## src/rtl/pc_gen_pkg.sv

```systemverilog
// Shared types for the fetch-stage PC generator: FSM states, redirect sources
// and the pending-redirect record.
package pc_gen_pkg;

    localparam int XLEN_DEFAULT = 32;

    typedef enum logic [1:0] {
        PC_BOOT    = 2'd0,
        PC_RUN     = 2'd1,
        PC_HALTED  = 2'd2
    } pc_state_e;

    typedef enum logic [1:0] {
        REDIR_NONE = 2'd0,
        REDIR_EX   = 2'd1,
        REDIR_TRAP = 2'd2
    } redir_src_e;

    typedef struct packed {
        redir_src_e                src;
        logic [XLEN_DEFAULT-1:0]   target;
    } pending_redir_t;

endpackage

```

## src/rtl/pc_redirect_latch.sv

```systemverilog
// Holds a redirect that arrived while fetch could not advance. A latched trap
// is never displaced by a later EX correction; the entry clears once applied.
module pc_redirect_latch
    import pc_gen_pkg::*;
#(
    parameter int XLEN = XLEN_DEFAULT
) (
    input  logic            clk,
    input  logic            reset,
    input  logic            set_trap_i,
    input  logic            set_ex_i,
    input  logic [XLEN-1:0] target_i,
    input  logic            clear_i,
    output logic            valid_o,
    output logic [1:0]      src_o,
    output logic [XLEN-1:0] target_o
);

    redir_src_e      src_q, src_d;
    logic [XLEN-1:0] target_q, target_d;

    always_comb begin
        src_d    = src_q;
        target_d = target_q;
        if (set_trap_i) begin
            src_d    = REDIR_TRAP;
            target_d = target_i;
        end else if (set_ex_i && (src_q != REDIR_TRAP)) begin
            src_d    = REDIR_EX;
            target_d = target_i;
        end else if (clear_i) begin
            src_d    = REDIR_NONE;
            target_d = '0;
        end
    end

    always_ff @(posedge clk or negedge reset) begin
        if (!reset) begin
            src_q    <= REDIR_NONE;
            target_q <= '0;
        end else begin
            src_q    <= src_d;
            target_q <= target_d;
        end
    end

    assign valid_o  = (src_q != REDIR_NONE);
    assign src_o    = src_q;
    assign target_o = target_q;

endmodule

```

## src/rtl/pc_gen_unit.sv

```systemverilog
// Fetch-stage PC generator: prioritised next-PC selection (trap, EX correction,
// latched redirect, predicted target, sequential) under a BOOT/RUN/HALTED FSM.
module pc_gen_unit
    import pc_gen_pkg::*;
#(
    parameter int              XLEN         = XLEN_DEFAULT,
    parameter logic [XLEN-1:0] RESET_VECTOR = '0,
    parameter int              INSTR_BYTES  = 4
) (
    input  logic            clk,
    input  logic            reset,
    input  logic            pc_write,
    input  logic            imem_ready,
    input  logic            ex_redirect_valid,
    input  logic [XLEN-1:0] ex_redirect_target,
    input  logic            trap_valid,
    input  logic [XLEN-1:0] trap_vector,
    input  logic            pred_taken,
    input  logic [XLEN-1:0] pred_target,
    input  logic            halt_req,
    input  logic            resume_req,
    output logic [XLEN-1:0] pc_o,
    output logic            pc_valid_o,
    output logic [XLEN-1:0] pc_plus_o,
    output logic            redirect_pending_o,
    output logic [1:0]      state_o
);

    localparam int              ALIGN      = $clog2(INSTR_BYTES);
    localparam logic [XLEN-1:0] ALIGN_MASK = {XLEN{1'b1}} << ALIGN;

    pc_state_e       state_q, state_d;
    logic [XLEN-1:0] pc_q, pc_d;
    logic            adv;
    logic            pend_valid;
    logic [1:0]      pend_src;
    logic [XLEN-1:0] pend_target;
    logic            set_trap, set_ex, clear_pend;
    logic [XLEN-1:0] latch_target;

    assign adv       = imem_ready && (state_q == PC_RUN);
    assign pc_plus_o = pc_q + XLEN'(INSTR_BYTES);

    // Redirects that cannot be applied now are parked; anything applied on an
    // advancing cycle consumes whatever was parked.
    assign set_trap     = trap_valid && !adv;
    assign set_ex       = ex_redirect_valid && !trap_valid && !adv;
    assign clear_pend   = adv && (trap_valid || ex_redirect_valid || pend_valid);
    assign latch_target = (trap_valid ? trap_vector : ex_redirect_target) & ALIGN_MASK;

    pc_redirect_latch #(
        .XLEN (XLEN)
    ) u_latch (
        .clk        (clk),
        .reset      (reset),
        .set_trap_i (set_trap),
        .set_ex_i   (set_ex),
        .target_i   (latch_target),
        .clear_i    (clear_pend),
        .valid_o    (pend_valid),
        .src_o      (pend_src),
        .target_o   (pend_target)
    );

    always_comb begin
        pc_d = pc_q;
        if (adv) begin
            if (trap_valid) begin
                pc_d = trap_vector & ALIGN_MASK;
            end else if (ex_redirect_valid) begin
                pc_d = ex_redirect_target & ALIGN_MASK;
            end else if (pend_valid) begin
                pc_d = pend_target;
            end else if (pc_write) begin
                pc_d = pred_taken ? (pred_target & ALIGN_MASK) : pc_plus_o;
            end
        end
    end

    // A halt coinciding with a new redirect is deferred so the redirect lands first.
    always_comb begin
        state_d = state_q;
        case (state_q)
            PC_BOOT:   state_d = PC_RUN;
            PC_RUN:    if (halt_req && !trap_valid && !ex_redirect_valid) state_d = PC_HALTED;
            PC_HALTED: if (resume_req) state_d = PC_RUN;
            default:   state_d = PC_BOOT;
        endcase
    end

    always_ff @(posedge clk or negedge reset) begin
        if (!reset) begin
            state_q <= PC_BOOT;
            pc_q    <= RESET_VECTOR;
        end else begin
            state_q <= state_d;
            pc_q    <= pc_d;
        end
    end

    assign pc_o               = pc_q;
    assign pc_valid_o         = (state_q == PC_RUN);
    assign redirect_pending_o = pend_valid;
    assign state_o            = state_q;

endmodule
```

## config.mk

```make
export PLATFORM = sky130hd
export DESIGN_NAME = pc_gen_unit
export DESIGN_NICKNAME = d
export VERILOG_FILES = /design/src/rtl/pc_gen_pkg.sv /design/src/rtl/pc_redirect_latch.sv /design/src/rtl/pc_gen_unit.sv
export SDC_FILE = /design/constraint.sdc
export NUM_CORES = 1
export LEC_CHECK = 0
export CORE_ASPECT_RATIO = 0.6
export CORE_MARGIN = 2
export CORE_UTILIZATION = 49
export CTS_BUF_LIST = sky130_fd_sc_hd__clkbuf_16
export DETAILED_ROUTE_END_ITERATION = 16
export MAX_ROUTING_LAYER = met4
export PLACE_DENSITY = 0.94
export REMOVE_ABC_BUFFERS = 1
export SLEW_MARGIN = 10
export SYNTH_ARGS = -nofsm -noshare
export SYNTH_HDL_FRONTEND = slang
export SYNTH_SLANG_ARGS = --single-unit
```

## constraint.sdc

```tcl
create_clock -name clk -period 4.7 [get_ports clk]
set_input_delay 1.41 -clock clk [delete_from_list [all_inputs] [get_ports clk]]
set_output_delay 1.41 -clock clk [all_outputs]
set_load 0.01 [all_outputs]
```

==> metrics.txt, run 1 <==
post-route setup TNS 0 ns; element type at the critical path end primary output; total count of max-transition violations in the final report 0; Core Area 0.00932 mm^2; routed length per placed instance between 20 and 25 um; Req. time, crit path approximately 3.3 ns; Max-Slew Margin vs Limit 31.5%; root buf cell clkbuf_16; detailed-route via count 5,669; share of async-settable or async-resettable flops after synthesis 100%; Power Total 2.63 mW; maximum ir drop on the vdd rail 286 uV; dominant combinational cell family by area after synthesis compound AO/OA/AOI/OAI gates; Post-Synth Adder-Cell Area 0.261%; First DRT Iteration DRCs roughly 700; global-route wire length before repair around 29,000 um; post-layout minimum cycle time 4.50 ns; number of post-CTS setup repair buffers 0; Leakage Power 2.67 nW; total global routing track utilization 36.8%; Yosys top cell by area dfrtp_1; drc violations 0; total I/O pin count 173; total of hold buffers inserted after clock tree synthesis 0; detailed-route vias per instance 6.84; total power density per cell area between 300 and 400 mW/mm^2; Avg Synthesized Cell Area 8.60 um^2; vertical die dimension 80.6 um; Post-Synthesis Cells roughly 560; CTS sink count between 60 and 70; destination of the worst register-to-register timing path pc_o[28]; summed instance area of the synthesized netlist 0.00479 mm^2; Slew @ Worst Pin between 1 and 1.5 ns; Worst Hold Path Cells 1; Main synth FF type dfrtp_1; number of synthesized register bits 64; total routed wirelength roughly 19,000 um; port bufs 162; layout overhead on the synthesized area 41.5%; Die W 132 um; class of the tightest hold or removal check reg2reg; insertion delay to the later sink of the worst-skew pair between 0.3 and 0.4 ns; Syn. warnings 0; net count of the finished layout 800; DRT antenna net count 0; Die ar. 0.0106 mm^2; number of enable-type register cells in the synthesized netlist 0; Synth top area share approximately a third; cells on worst reg2reg path 7; critical path class reg2out; outcome finished clean; CTS max path bufs 2; ANT cells 0; most frequent cell after synthesis dfrtp_1; cts bufs inserted 9; CP Data Arrival Time 3.09 ns; fraction of synthesized area in multiplexers 6.27%; Endpoint, Worst Hold u_latch.target_o[7]; number of library cell types mapped by synthesis 76; largest net degree at the start of global routing 42; TritonCTS clock tree built; sequential share of the synthesized area 33.4%; post-synthesis share of cell area spent on and, or, nand and nor gates 19.0%; Highest Clock Rate 222 MHz; Gates resized, CTS repair 0; tightest hold margin around 0.48 ns; leftover overflow at the end of global routing 0; antenna violations before repair 0; post-synthesis compound-gate area fraction 30.3%; leading post-synthesis cells by cell area dfrtp_1 33%, mux2i_1 6.3%, o2bb2ai_1 5.5%; initial core utilization 51.4%; top cell types by occurrence after synthesis 64 x dfrtp_1, 41 x nand2_1, 36 x clkbuf_1; final worst-path cycle share 95.7%; Max Cap Violations 0; r2r setup slk 2.07 ns; critical path startpoint category flop; clk_skew 0.00642 ns; count of endpoints failing hold in the final timing report 0; iteration count of the initial detailed-routing pass 5; Synth Area in XOR/XNOR 4.39%; number of global-route vias before repair 5,420; setup repair after global routing missed its margin false; H-Tree Depth 3; row count 27; clock slew seen by the registers of the worst setup and hold paths 0.05 ns; number of failing setup endpoints in the final timing report 0; Hold Crit Start u_latch.target_o[7]; highest fanout seen on the critical path 10; routability congestion estimate from global placement 0.932; share of final-layout standard cells stronger than drive strength 1 8.01%; post-detailed-placement half-perimeter wirelength 13,100 um; Worst R2R Start pc_o[2]; Layout fillers 686
## power breakdown
part | internal (mW) | total (mW) | switching [mW]
combinational | 0.542 | 1.05 | 0.505
sequential | 0.668 | 0.861 | 0.193
clock | 0.459 | 0.719 | 0.260
## critical path, cell delays in order, from the launching register on
cell and delay (ns):
dfrtp_1 0.52, ha_1 0.37, nand4_1 0.26, nor3_1 0.30
buf_4 0.25, nand4_1 0.13, xnor2_1 0.31, clkdlybuf4s50_1 0.60
## metal layers
layer,global-route usage [%],up-vias,share of wire (%)
met5,-,-,0
met4,11.5,0,2.2
met3,12.5,68,16
met2,57.3,522,44
met1,45.8,2670,39
li1,-,2409,-
## per-stage QoR
stage,utilization [%],worst slack [ns],cell area (um^2),cells
6_report,72.7,0.203,6780,829
5_1_grt,72.7,0.0480,6780,829
4_1_cts,72.7,0.302,6780,829
3_5_place_dp,69.4,0.677,6470,813
3_3_place_gp,69.4,0.792,6470,813
2_1_floorplan,-,0.999,4560,504
## state kept, by name, summed over array words and instances (netlist names)
name,flops
state_o,2
u_latch.target_o,30
pc_o,30
u_latch.src_o,2
## layout by cell type, fill, tap and decap left out, types with 5 or more instances in the layout
cell type / instances
a21boi_0: 6
o311ai_0: 6
buf_4: 17
clkdlybuf4s50_1: 160
nand4_1: 12
o2bb2ai_1: 30
o31a_1: 6
a211oi_1: 6
nor4_1: 7
a31oi_1: 11
dfrtp_1: 64
xor2_1: 10
o31ai_1: 5
and3_1: 14
o22ai_1: 10
or2_2: 6
o21ai_0: 22
nand2_1: 41
a22oi_1: 5
a22o_1: 5
mux2i_1: 30
nor2_1: 29
a21oi_1: 33
a221oi_1: 9
clkbuf_16: 9
o211ai_1: 7
inv_1: 12
nand3_1: 19
nor3_1: 10
xnor2_1: 14
## how the worst max path moves through the flow
stage,startpoint,to,slack [ns],cells after the start
2_1_floorplan,trap_valid,pc_o[8],1.0,5
3_3_place_gp,pc_o[2],pc_plus_o[22],0.79,7
3_5_place_dp,pc_o[2],pc_plus_o[30],0.68,7
4_1_cts,pc_o[2],pc_plus_o[30],0.30,7
5_1_grt,pc_o[2],pc_plus_o[22],0.05,7
6_report,pc_o[2],pc_plus_o[30],0.20,7
## logic make-up after synthesis
logic type | after synthesis
mux | 30
xor+xnor | 24
other cells | 1
compound gates | 199
buf+inv | 70
fa+ha+maj | 1
flops | 64
simple gates | 168
## area by class of cell
class	count	area (um^2)	area share (%)
flip-flops and latches	64	1600	23.6
repair buffers	179	1740	25.7
clock buffers	9	225	3.32
clock inverters	7	86.3	1.27
multi-input cells	426	2910	42.9
well taps	130	163	2.40
inverters	14	52.6	0.775
(Power assumes the default switching activity.)
==> run 2: changes to the inputs <==
CORE_UTILIZATION = 45   (was 49)
PLACE_DENSITY = 0.88   (was 0.94)
==> run 2 against run 1 <==
Sequential share of layout area grew 0.17 points. Clock skew shrank 0.0033 ns. Via count shrank 4.1%. Critical path depth is the same. Sequential cell count is the same. Critical path type unchanged. Highest routed layer unchanged.
==> metrics.txt, run 2 (synthesis results as in run 1) <==
Worst R2R Start u_latch.src_o[1]; Crit. Startpoint pc_o[2]; leftover overflow at the end of global routing 0; count of endpoints failing hold in the final timing report 0; maximum ir drop on the vdd rail 216 uV; Leakage Power around 2.6 nW; routability congestion estimate from global placement 0.962; First DRT Iteration DRCs 657; total of hold buffers inserted after clock tree synthesis 0; critical path capture point pc_plus_o[22]; Die ar. around 0.012 mm^2; class of the tightest hold or removal check reg2reg; number of failing setup endpoints in the final timing report 0; root buf cell clkbuf_16; share of final-layout standard cells stronger than drive strength 1 7.46%; vertical die dimension 83.9 um; Max-Slew Margin vs Limit 38.0%; TritonCTS clock tree built; Power Total around 2.5 mW; tightest hold margin 0.492 ns; largest net degree at the start of global routing 42; critical path class reg2out; total count of max-transition violations in the final report 0; clk_skew 0.00316 ns; initial core utilization a little under half; detailed-route via count 5,438; H-Tree Depth 3; Int Pwr 1.55 mW; final worst-path cycle share 92.6%; DRT antenna net count 0; detailed-route vias per instance 6.50; routed length per placed instance 21.9 um; row count 29; setup repair after global routing missed its margin false; combinational share of power 42.2%; Slew @ Worst Pin 0.929 ns; net count of the finished layout 801; destination of the worst register-to-register timing path pc_o[22]; insertion delay to the later sink of the worst-skew pair 0.34 ns; CTS sink count 64; total power density per cell area 367 mW/mm^2; post-layout minimum cycle time 4.35 ns; post-detailed-placement half-perimeter wirelength 12,800 um; Gates resized, CTS repair 0; element type at the critical path end primary output; global-route wire length before repair 28,200 um; total I/O pin count 173; number of global-route vias before repair between 5,000 and 6,000; fraction of power spent switching nets 37.1%; critical path startpoint category flop; most frequent cells in the layout 160 x clkdlybuf4s50_1, 64 x dfrtp_1, 41 x nand2_1, 33 x a21oi_1; share of power burned in registers between 30% and 40%; Layout fillers 861; Highest Clock Rate 230 MHz; cells on worst reg2reg path 8; outcome finished clean; CP Data Arrival Time 2.94 ns; CTS max path bufs 2; r2r setup slk roughly 2.1 ns; most common cell after layout, fill and taps aside clkdlybuf4s50_1; layout overhead on the synthesized area 40.5%; cts bufs inserted 9; post-route setup TNS 0 ns; number of post-CTS setup repair buffers 0; clock network power share between 20% and 30%; iteration count of the initial detailed-routing pass 5; antenna violations before repair 0; Die W 137 um; Max Cap Violations 0; total routed wirelength 18,300 um; highest fanout seen on the critical path 9; drc violations 0; clock slew seen by the registers of the worst setup and hold paths 0.05 ns; Core Area about 0.010 mm^2; port bufs roughly 160; total global routing track utilization roughly a third; reported net switching power 0.917 mW; Req. time, crit path 3.29 ns
==> run 2: changes by cell type in the layout (fill, tap and decap cells not counted) <==
cell	delta
clkinv_2	-2
clkinvlp_4	-1
clkinv_1	+1
bufinv_16	-2
inv_1	+1
buf_4	+1
diode_2	+1
==> run 2: final cells by class <==
cell class	instances	area, um^2	area share [%]
Sequential cell	64	1600	23.8
Antenna cell	1	2.50	0.0372
Multi-Input combinational cell	426	2910	43.3
Inverter	14	52.6	0.781
Timing Repair Buffer	180	1750	26.0
Tap cell	139	174	2.58
Clock buffer	9	225	3.35
Clock inverter	4	16.3	0.242
==> run 2: worst min-delay path by stage <==
stage                           end  cells past startpoint                  from
4_1_cts        u_latch.target_o[12]                      1  u_latch.target_o[12]
3_3_place_gp   u_latch.target_o[12]                      1  u_latch.target_o[12]
6_report       u_latch.target_o[12]                      1  u_latch.target_o[12]
2_1_floorplan  u_latch.target_o[12]                      1  u_latch.target_o[12]
3_5_place_dp   u_latch.target_o[12]                      1  u_latch.target_o[12]
5_1_grt         u_latch.target_o[7]                      1   u_latch.target_o[7]
==> run 2: layer usage <==
metal,GRT usage [%],routed length [um],up-vias
li1,-,-,2399
met1,46.8,8030,2640
met2,45.9,7780,360
met3,8.26,2160,39
met4,9.00,323,0
met5,-,0,-
==> run 2: per-stage QoR <==
stage,worst slack (ns),cells,area (um^2),utilization (%)
global placement,0.776,823,6490,62.1
detailed placement,0.771,823,6490,62.1
finish,0.347,837,6730,64.4
floorplan,0.999,504,4560,-
global route,0.141,836,6730,64.4
CTS,0.404,836,6730,64.4
==> run 2: critical path, cell delays in order, from the launching register on <==
cell and delay (ns):
dfrtp_1 0.47, ha_1 0.31, nand4_1 0.24, nor3_1 0.31, buf_4 0.24, nand4_1 0.26
xnor2_1 0.22, clkdlybuf4s50_1 0.55
==> run 2: power groups by stage <==
stage / Combinational [mW] / Clock [mW] / Sequential [mW]
after global routing: 1.11 / 0.601 / 0.872
final: 1.04 / 0.576 / 0.852
after CTS: 1.03 / 0.578 / 0.843
after floorplan: 0.438 / 0 / 0.838
after global placement: 1.01 / 0 / 0.842
after detailed placement: 1.03 / 0 / 0.850
